[config.mk]
export PLATFORM = sky130hd
export DESIGN_NAME = segasys1_sndlatch_flat
export DESIGN_NICKNAME = d
export VERILOG_FILES = /design/src/rtl/segasys1_sndlatch_if.sv /design/src/rtl/segasys1_sndlatch.sv /design/src/flat_wrapper.sv
export SDC_FILE = /design/constraint.sdc
export NUM_CORES = 1
export LEC_CHECK = 0
export CAP_MARGIN = 20
export CORE_ASPECT_RATIO = 0.5
export CORE_MARGIN = 1.5
export CORE_UTILIZATION = 47
export CTS_BUF_LIST = sky130_fd_sc_hd__clkbuf_8
export DETAILED_ROUTE_END_ITERATION = 10
export HOLD_SLACK_MARGIN = 0.15
export PLACE_DENSITY = 0.77
export SYNTH_ARGS = -nofsm -noshare
export SYNTH_HDL_FRONTEND = slang
export SYNTH_SLANG_ARGS = --single-unit
[constraint.sdc]
create_clock -name CLK48M -period 2.5 [get_ports CLK48M]
set_input_delay 0.375 -clock CLK48M [delete_from_list [all_inputs] [get_ports CLK48M]]
set_output_delay 0.375 -clock CLK48M [all_outputs]
set_load 0.05 [all_outputs]
[src/rtl/segasys1_sndlatch_if.sv]
// Main-CPU / sound-CPU side signals of the sound command mailbox.
// master: the CPU side (drives commands, reads, acks); slave: the mailbox.
interface segasys1_sndlatch_if;
   logic       SNDRQ;
   logic [7:0] SNDNO;
   logic       SRDSEL;
   logic       SIACK;
   logic [7:0] LATCH_DO;
   logic       SNMI;
   logic       SIRQ;
   logic       FULL;
   logic       OVF;

   modport master (
      output SNDRQ, SNDNO, SRDSEL, SIACK,
      input  LATCH_DO, SNMI, SIRQ, FULL, OVF
   );

   modport slave (
      input  SNDRQ, SNDNO, SRDSEL, SIACK,
      output LATCH_DO, SNMI, SIRQ, FULL, OVF
   );
endinterface

[src/rtl/segasys1_sndlatch.sv]
// Sound command mailbox: small FIFO from main CPU to sound CPU, one NMI per
// queued command with a fixed low gap between them, plus the periodic IRQ.
//
// NMI FSM
//   state    | meaning
//   S_IDLE   | nothing queued, SNMI low
//   S_ASSERT | head command waiting for the sound CPU, SNMI high
//   S_GAP    | command just consumed, SNMI held low for NMI_GAP cycles
module segasys1_sndlatch #(
   parameter int DEPTH_LOG2 = 2,
   parameter int NMI_GAP    = 16,
   parameter int IRQ_DIV    = 200000
) (
   input  logic               CLK48M,
   input  logic               RESET,
   segasys1_sndlatch_if.slave bus
);
   localparam int                  DEPTH      = 1 << DEPTH_LOG2;
   localparam int                  GW         = (NMI_GAP > 2) ? $clog2(NMI_GAP) : 1;
   localparam logic [DEPTH_LOG2:0] C_FULL_CNT = (DEPTH_LOG2 + 1)'(DEPTH);
   localparam logic [DEPTH_LOG2:0] C_CNT_ONE  = (DEPTH_LOG2 + 1)'(1);
   localparam logic [DEPTH_LOG2-1:0] C_PTR_ONE = DEPTH_LOG2'(1);
   localparam logic [GW-1:0]       C_GAP_LOAD = GW'(NMI_GAP - 1);
   localparam logic [GW-1:0]       C_GAP_ONE  = GW'(1);
   localparam logic [17:0]         C_IRQ_LAST = 18'(IRQ_DIV - 1);

   typedef enum logic [1:0] {
      S_IDLE   = 2'd0,
      S_ASSERT = 2'd1,
      S_GAP    = 2'd2
   } nmi_state_t;

   logic [7:0]            r_mem [DEPTH];
   logic [DEPTH_LOG2-1:0] r_wr_ptr;
   logic [DEPTH_LOG2-1:0] r_rd_ptr;
   logic [DEPTH_LOG2:0]   r_count;
   logic [7:0]            r_last;
   logic                  r_full;
   logic                  r_ovf;
   logic                  r_srdsel_q;
   logic                  r_pop_req;
   logic                  r_siack_q;
   logic                  r_ack_req;
   logic [17:0]           r_irq_cnt;
   logic                  r_sirq;
   logic [GW-1:0]         r_gap_cnt;
   nmi_state_t            r_state;

   logic                  w_empty;
   logic                  w_pop;
   logic                  w_push;
   logic                  w_drop;
   logic [DEPTH_LOG2:0]   w_count_nxt;
   logic                  w_irq_wrap;
   nmi_state_t            w_state_nxt;
   logic                  w_gap_load;
   logic                  w_gap_dec;
   logic                  w_snmi;

   // A pop frees a slot in the same cycle, so a push while full still fits.
   assign w_empty    = (r_count == '0);
   assign w_pop      = r_pop_req & ~w_empty;
   assign w_push     = bus.SNDRQ & (~r_full | w_pop);
   assign w_drop     = bus.SNDRQ & r_full & ~w_pop;
   assign w_irq_wrap = (r_irq_cnt == C_IRQ_LAST);

   // Occupancy after this cycle's push/pop.
   always_comb begin
      w_count_nxt = r_count;
      case ({w_push, w_pop})
         2'b10:   w_count_nxt = r_count + C_CNT_ONE;
         2'b01:   w_count_nxt = r_count - C_CNT_ONE;
         default: w_count_nxt = r_count;
      endcase
   end

   // Command storage; contents need no reset since occupancy gates every read.
   always_ff @(posedge CLK48M) begin
      if (w_push) begin
         r_mem[r_wr_ptr] <= bus.SNDNO;
      end
   end

   // Pointers, count, flags and the end-of-read pop request.
   always_ff @(posedge CLK48M or posedge RESET) begin
      if (RESET) begin
         r_wr_ptr   <= '0;
         r_rd_ptr   <= '0;
         r_count    <= '0;
         r_last     <= 8'h00;
         r_full     <= 1'b0;
         r_ovf      <= 1'b0;
         r_srdsel_q <= 1'b0;
         r_pop_req  <= 1'b0;
      end else begin
         r_srdsel_q <= bus.SRDSEL;
         r_pop_req  <= r_srdsel_q & ~bus.SRDSEL;
         if (w_push) begin
            r_wr_ptr <= r_wr_ptr + C_PTR_ONE;
         end
         if (w_pop) begin
            r_rd_ptr <= r_rd_ptr + C_PTR_ONE;
            r_last   <= r_mem[r_rd_ptr];
         end
         if (w_drop) begin
            r_ovf <= 1'b1;
         end
         r_count <= w_count_nxt;
         r_full  <= (w_count_nxt == C_FULL_CNT);
      end
   end

   // NMI state register and gap timer.
   always_ff @(posedge CLK48M or posedge RESET) begin
      if (RESET) begin
         r_state   <= S_IDLE;
         r_gap_cnt <= '0;
      end else begin
         r_state <= w_state_nxt;
         if (w_gap_load) begin
            r_gap_cnt <= C_GAP_LOAD;
         end else if (w_gap_dec) begin
            r_gap_cnt <= r_gap_cnt - C_GAP_ONE;
         end
      end
   end

   // NMI next state; the gap always runs to completion regardless of pushes.
   always_comb begin
      w_state_nxt = r_state;
      w_gap_load  = 1'b0;
      w_gap_dec   = 1'b0;
      w_snmi      = 1'b0;
      case (r_state)
         S_IDLE: begin
            if (!w_empty) begin
               w_state_nxt = S_ASSERT;
            end
         end
         S_ASSERT: begin
            w_snmi = 1'b1;
            if (w_pop) begin
               w_state_nxt = S_GAP;
               w_gap_load  = 1'b1;
            end
         end
         S_GAP: begin
            if (r_gap_cnt == '0) begin
               w_state_nxt = w_empty ? S_IDLE : S_ASSERT;
            end else begin
               w_gap_dec = 1'b1;
            end
         end
         default: begin
            w_state_nxt = S_IDLE;
         end
      endcase
   end

   // Free-running IRQ divider; SIRQ set on wrap, cleared on ack, set wins.
   always_ff @(posedge CLK48M or posedge RESET) begin
      if (RESET) begin
         r_irq_cnt <= '0;
         r_sirq    <= 1'b0;
         r_siack_q <= 1'b0;
         r_ack_req <= 1'b0;
      end else begin
         r_siack_q <= bus.SIACK;
         r_ack_req <= bus.SIACK & ~r_siack_q;
         if (w_irq_wrap) begin
            r_irq_cnt <= '0;
         end else begin
            r_irq_cnt <= r_irq_cnt + 18'd1;
         end
         if (w_irq_wrap) begin
            r_sirq <= 1'b1;
         end else if (r_ack_req) begin
            r_sirq <= 1'b0;
         end
      end
   end

   assign bus.LATCH_DO = w_empty ? r_last : r_mem[r_rd_ptr];
   assign bus.SNMI     = w_snmi;
   assign bus.SIRQ     = r_sirq;
   assign bus.FULL     = r_full;
   assign bus.OVF      = r_ovf;
endmodule
[src/flat_wrapper.sv]
// flat-port wrapper written by rule: the top's interface ports become plain ports
module segasys1_sndlatch_flat 
#(
   parameter int DEPTH_LOG2 = 2,
   parameter int NMI_GAP    = 16,
   parameter int IRQ_DIV    = 200000
)
  (CLK48M, RESET, bus_SNDRQ, bus_SNDNO, bus_SRDSEL, bus_SIACK, bus_LATCH_DO, bus_SNMI, bus_SIRQ, bus_FULL, bus_OVF);
  segasys1_sndlatch_if bus_i ();
  input  logic CLK48M;
  input  logic RESET;
  input wire logic [$bits(bus_i.SNDRQ)-1:0] bus_SNDRQ;
  input wire logic [$bits(bus_i.SNDNO)-1:0] bus_SNDNO;
  input wire logic [$bits(bus_i.SRDSEL)-1:0] bus_SRDSEL;
  input wire logic [$bits(bus_i.SIACK)-1:0] bus_SIACK;
  output wire logic [$bits(bus_i.LATCH_DO)-1:0] bus_LATCH_DO;
  output wire logic [$bits(bus_i.SNMI)-1:0] bus_SNMI;
  output wire logic [$bits(bus_i.SIRQ)-1:0] bus_SIRQ;
  output wire logic [$bits(bus_i.FULL)-1:0] bus_FULL;
  output wire logic [$bits(bus_i.OVF)-1:0] bus_OVF;
  assign bus_i.SNDRQ = bus_SNDRQ;
  assign bus_i.SNDNO = bus_SNDNO;
  assign bus_i.SRDSEL = bus_SRDSEL;
  assign bus_i.SIACK = bus_SIACK;
  assign bus_LATCH_DO = bus_i.LATCH_DO;
  assign bus_SNMI = bus_i.SNMI;
  assign bus_SIRQ = bus_i.SIRQ;
  assign bus_FULL = bus_i.FULL;
  assign bus_OVF = bus_i.OVF;
  segasys1_sndlatch #(.DEPTH_LOG2(DEPTH_LOG2), .NMI_GAP(NMI_GAP), .IRQ_DIV(IRQ_DIV)) u_core (.CLK48M(CLK48M), .RESET(RESET), .bus(bus_i));
endmodule
==> impl_metrics.env <==
export IMPL_sequential_share_of_the_synthesized_area_pct=63.8
export IMPL_hold_path_class="in2async"
export IMPL_post_synth_main_area_contributors="dfrtp_1 (35%), edfxtp_1 (29%), mux4_2 (5.4%)"
export IMPL_fmaxAchievable_mhz=435
export IMPL_timing_worst_slew_pin_value_ns=0.746
export IMPL_synth_cells=250
export IMPL_timing_setup_tns_ns=0
export IMPL_total_global_routing_overflow=0
export IMPL_path_clk_slew_ns=0.08
export IMPL_cts_tree="yes"
export IMPL_rsz0062_at_grt="false"
export IMPL_cp_cell_sequence="o31ai_2, a21boi_1, inv_1, ha_1, inv_1, fa_1, xor2_1, nor2_1, xor2_1, nor3b_1"
export IMPL_commonest_non_fill_non_tap_cell_in_the_layout="dfrtp_1"
export IMPL_grtUsageTotal_pct=16.6
export IMPL_yosys_warnings=0
export IMPL_port_buffer_count=24
export IMPL_synth_net_count=271
export IMPL_row_cnt=21
export IMPL_ys_ff_latch=78
export IMPL_chipWidth_um=122
export IMPL_critical_path_top_delay_family="adder cells"
export IMPL_use_met1_pct=18.6
export IMPL_final_net_count=309
export IMPL_synth_enable_flop_cells=32
export IMPL_timing_final_setup_violations=0
export IMPL_grt_antenna_before_repair=0
export IMPL_grt_pass1_vias=2014
export IMPL_synthToLayoutAreaGrowth_pct=17.5
export IMPL_numCtsBuffers=9
export IMPL_cts_setup_buffers=0
export IMPL_irDropWorstVdd_uv=445
export IMPL_core_area_um2=6750
export IMPL_worstSetupEndpointType="register"
export IMPL_maxSlewHeadroom_pct=50.0
export IMPL_hpwlAfterDp_um=3850
export IMPL_io_pins=25
export IMPL_critical_path_peak_fanout=4
export IMPL_grt_max_degree=28
export IMPL_clock_latency_ns=0.34
export IMPL_totalWireLength_um=5560
export IMPL_drtIter0Drc=99
export IMPL_drt_first_pass_iters=4
export IMPL_post_route_util_pct=57.6
export IMPL_status="finished, final reports clean"
export IMPL_synthesis_area_per_instance_um2=13.2
export IMPL_final_setup_skew_ns=0.00660
export IMPL_layout_cell_area_non_filler_um2=3890
export IMPL_yosysUniqueCellTypes=41
export IMPL_die_area_um2=7580
export IMPL_detail_route_wl_per_cell_um=14.4
export IMPL_leakagePower_nw=1.57
export IMPL_routed_via_count=1960
export IMPL_async_flop_share_pct=59.0
export IMPL_drive_gt1_share_pct=18.1
export IMPL_synth_area_um2=3310
export IMPL_number_of_hold_violations_in_the_final_report=0
export IMPL_stage_delay_of_the_slowest_cell_on_the_critical_path_ns=0.43
export IMPL_portion_of_synthesized_cell_area_occupied_by_the_leading_cell_type_pct=34.8
export IMPL_die_height_um=62.3
export IMPL_layout_cells_most_common_list="dfrtp_1 (46), nand2_1 (44), edfxtp_1 (32)"
export IMPL_crit_path_max_delay_cell_type="dfrtp_1"
export IMPL_cts_root_buf="clkbuf_8"
export IMPL_powerDensity_nw_per_um2=1100
export IMPL_worstPathArrival_ns=2.56
export IMPL_timing_final_crit_share_pct=91.9
export IMPL_synth_top_flop_cell="dfrtp_1"
export IMPL_synthDominantAreaCellType="dfrtp_1"
export IMPL_number_of_max_slew_violations_in_the_final_report=0
export IMPL_grt_pass1_wl_um=9400
export IMPL_gp_routability_congestion=0.748
export IMPL_detail_route_drc_violations=0
export IMPL_viasPerCell=5.09
export IMPL_maxCapViolations=0
export IMPL_critPathKind="reg2reg"
export IMPL_crit_required_ns=2.76
export IMPL_antennaDiodeCount=0
export IMPL_initial_utilization_pct=49.0
export IMPL_clock_path_buffers=2
export IMPL_layer_with_the_highest_usage_after_global_routing="met2"
export IMPL_gr_usage_met2_pct=29.3
export IMPL_groute_layer_met3_usage_pct=5.88
export IMPL_crit_path_start_kind="register"
export IMPL_antenna_violating_nets_remaining=0
export IMPL_min_period_ns=2.30
export IMPL_ctsHtreeMaxLevel=3
export IMPL_placed_cell_area_um2=3690
export IMPL_buffers_inverters_on_critical_path=2
export IMPL_cts_sink_count=78
[cell type report]
type                            count  area [um2]
Fill cell                         530        2870
Sequential cell                    78        2110
Multi-Input combinational cell    155        1140
Timing Repair Buffer               31         285
Clock buffer                        9         124
Tap cell                           92         115
Clock inverter                      7        65.1
Inverter                           13        48.8
[state kept, by name, summed over array words and instances (netlist names), 2 cells and up]
name and cells:
u_core.r_gap_cnt 4, u_core.r_count 3, u_core.r_rd_ptr 2, u_core.r_mem 32
u_core.r_state 2, u_core.r_irq_cnt 18, u_core.r_last 8, u_core.r_wr_ptr 2
[Yosys cell counts, types with 2 or more instances]
cell type,n
and2_1,6
or3_1,2
xor2_1,6
dfrtp_1,46
nand4_1,3
edfxtp_1,32
xnor2_1,15
nor3_1,4
ha_1,7
nor2_1,11
nor2b_1,4
mux2_2,8
inv_1,13
mux4_2,8
nand3_1,8
nand2_1,44
nor4_1,2
a21oi_1,2
clkbuf_1,3
o21ai_0,5
[worst reg2reg max path, stage by stage, from the launching register on]
cell and delay, ns:
dfrtp_1 0.43, o31ai_2 0.29, a21boi_1 0.14, inv_1 0.09
ha_1 0.19, inv_1 0.06, fa_1 0.37, xor2_1 0.15
nor2_1 0.11, xor2_1 0.19, nor3b_1 0.19
[where the power goes]
part           switching (mW)  internal, mW  total [mW]  leakage, nW
Combinational           0.964         0.624        1.59        0.613
Sequential              0.165          1.61        1.77        0.861
Clock                   0.447         0.454       0.901       0.0980
[final timing paths]
kind,from,endpoint,slack [ns],cells past startpoint
worst min register to register,u_core.r_siack_q,u_core.r_ack_req,0.40,1
worst max-delay path,u_core.r_count[0],u_core.bus.FULL,0.20,10
worst max register to register,u_core.r_count[0],u_core.bus.FULL,0.20,10
min in group CLK48M,u_core.r_siack_q,u_core.r_ack_req,0.40,1
worst min-delay path,RESET,u_core.r_srdsel_q,0.39,2
max in group asynchronous,RESET,u_core.r_siack_q,1.59,3
[logic make-up (layout without fill, tap and decap cells)]
group / count (synthesis) / after routing / share of synthesized area (%)
AOI/OAI and AO/OA: 14 / 14 / 2.76
and+or+nand+nor: 95 / 95 / 14.1
DFF: 78 / 78 / 63.8
muxes: 17 / 17 / 8.47
xor gates and xnor gates: 21 / 21 / 5.56
adders and majority gates: 8 / 8 / 3.25
buffers and inverters: 17 / 60 / 1.97
[per-layer routing]
layer / wire, um / share of wire, %
met1: 2390 / 43
met2: 2930 / 53
met4: 80 / 1.4
met3: 163 / 2.9
met5: 0 / 0
[stage by stage]
stage | hold slack, ns | std cells | power, mW | worst slack (ns)
after floorplan | 0.378 | 250 | 2.92 | 0.0893
after global placement | 0.387 | 369 | 3.31 | 0.213
after detailed placement | 0.393 | 369 | 3.39 | 0.135
after CTS | 0.382 | 385 | 4.29 | 0.141
after global routing | 0.413 | 385 | 4.48 | 0.0364
final | 0.389 | 385 | 4.26 | 0.201
[timing repair]
| item | 4_1_cts | 5_1_grt |
|---|---|---|
| resized for setup | 0 | 1 |
| endpoints found under the setup margin | 0 | 1 |
| hold buffers | 0 | 0 |
No activity file was read; power rests on OpenSTA's default activity.
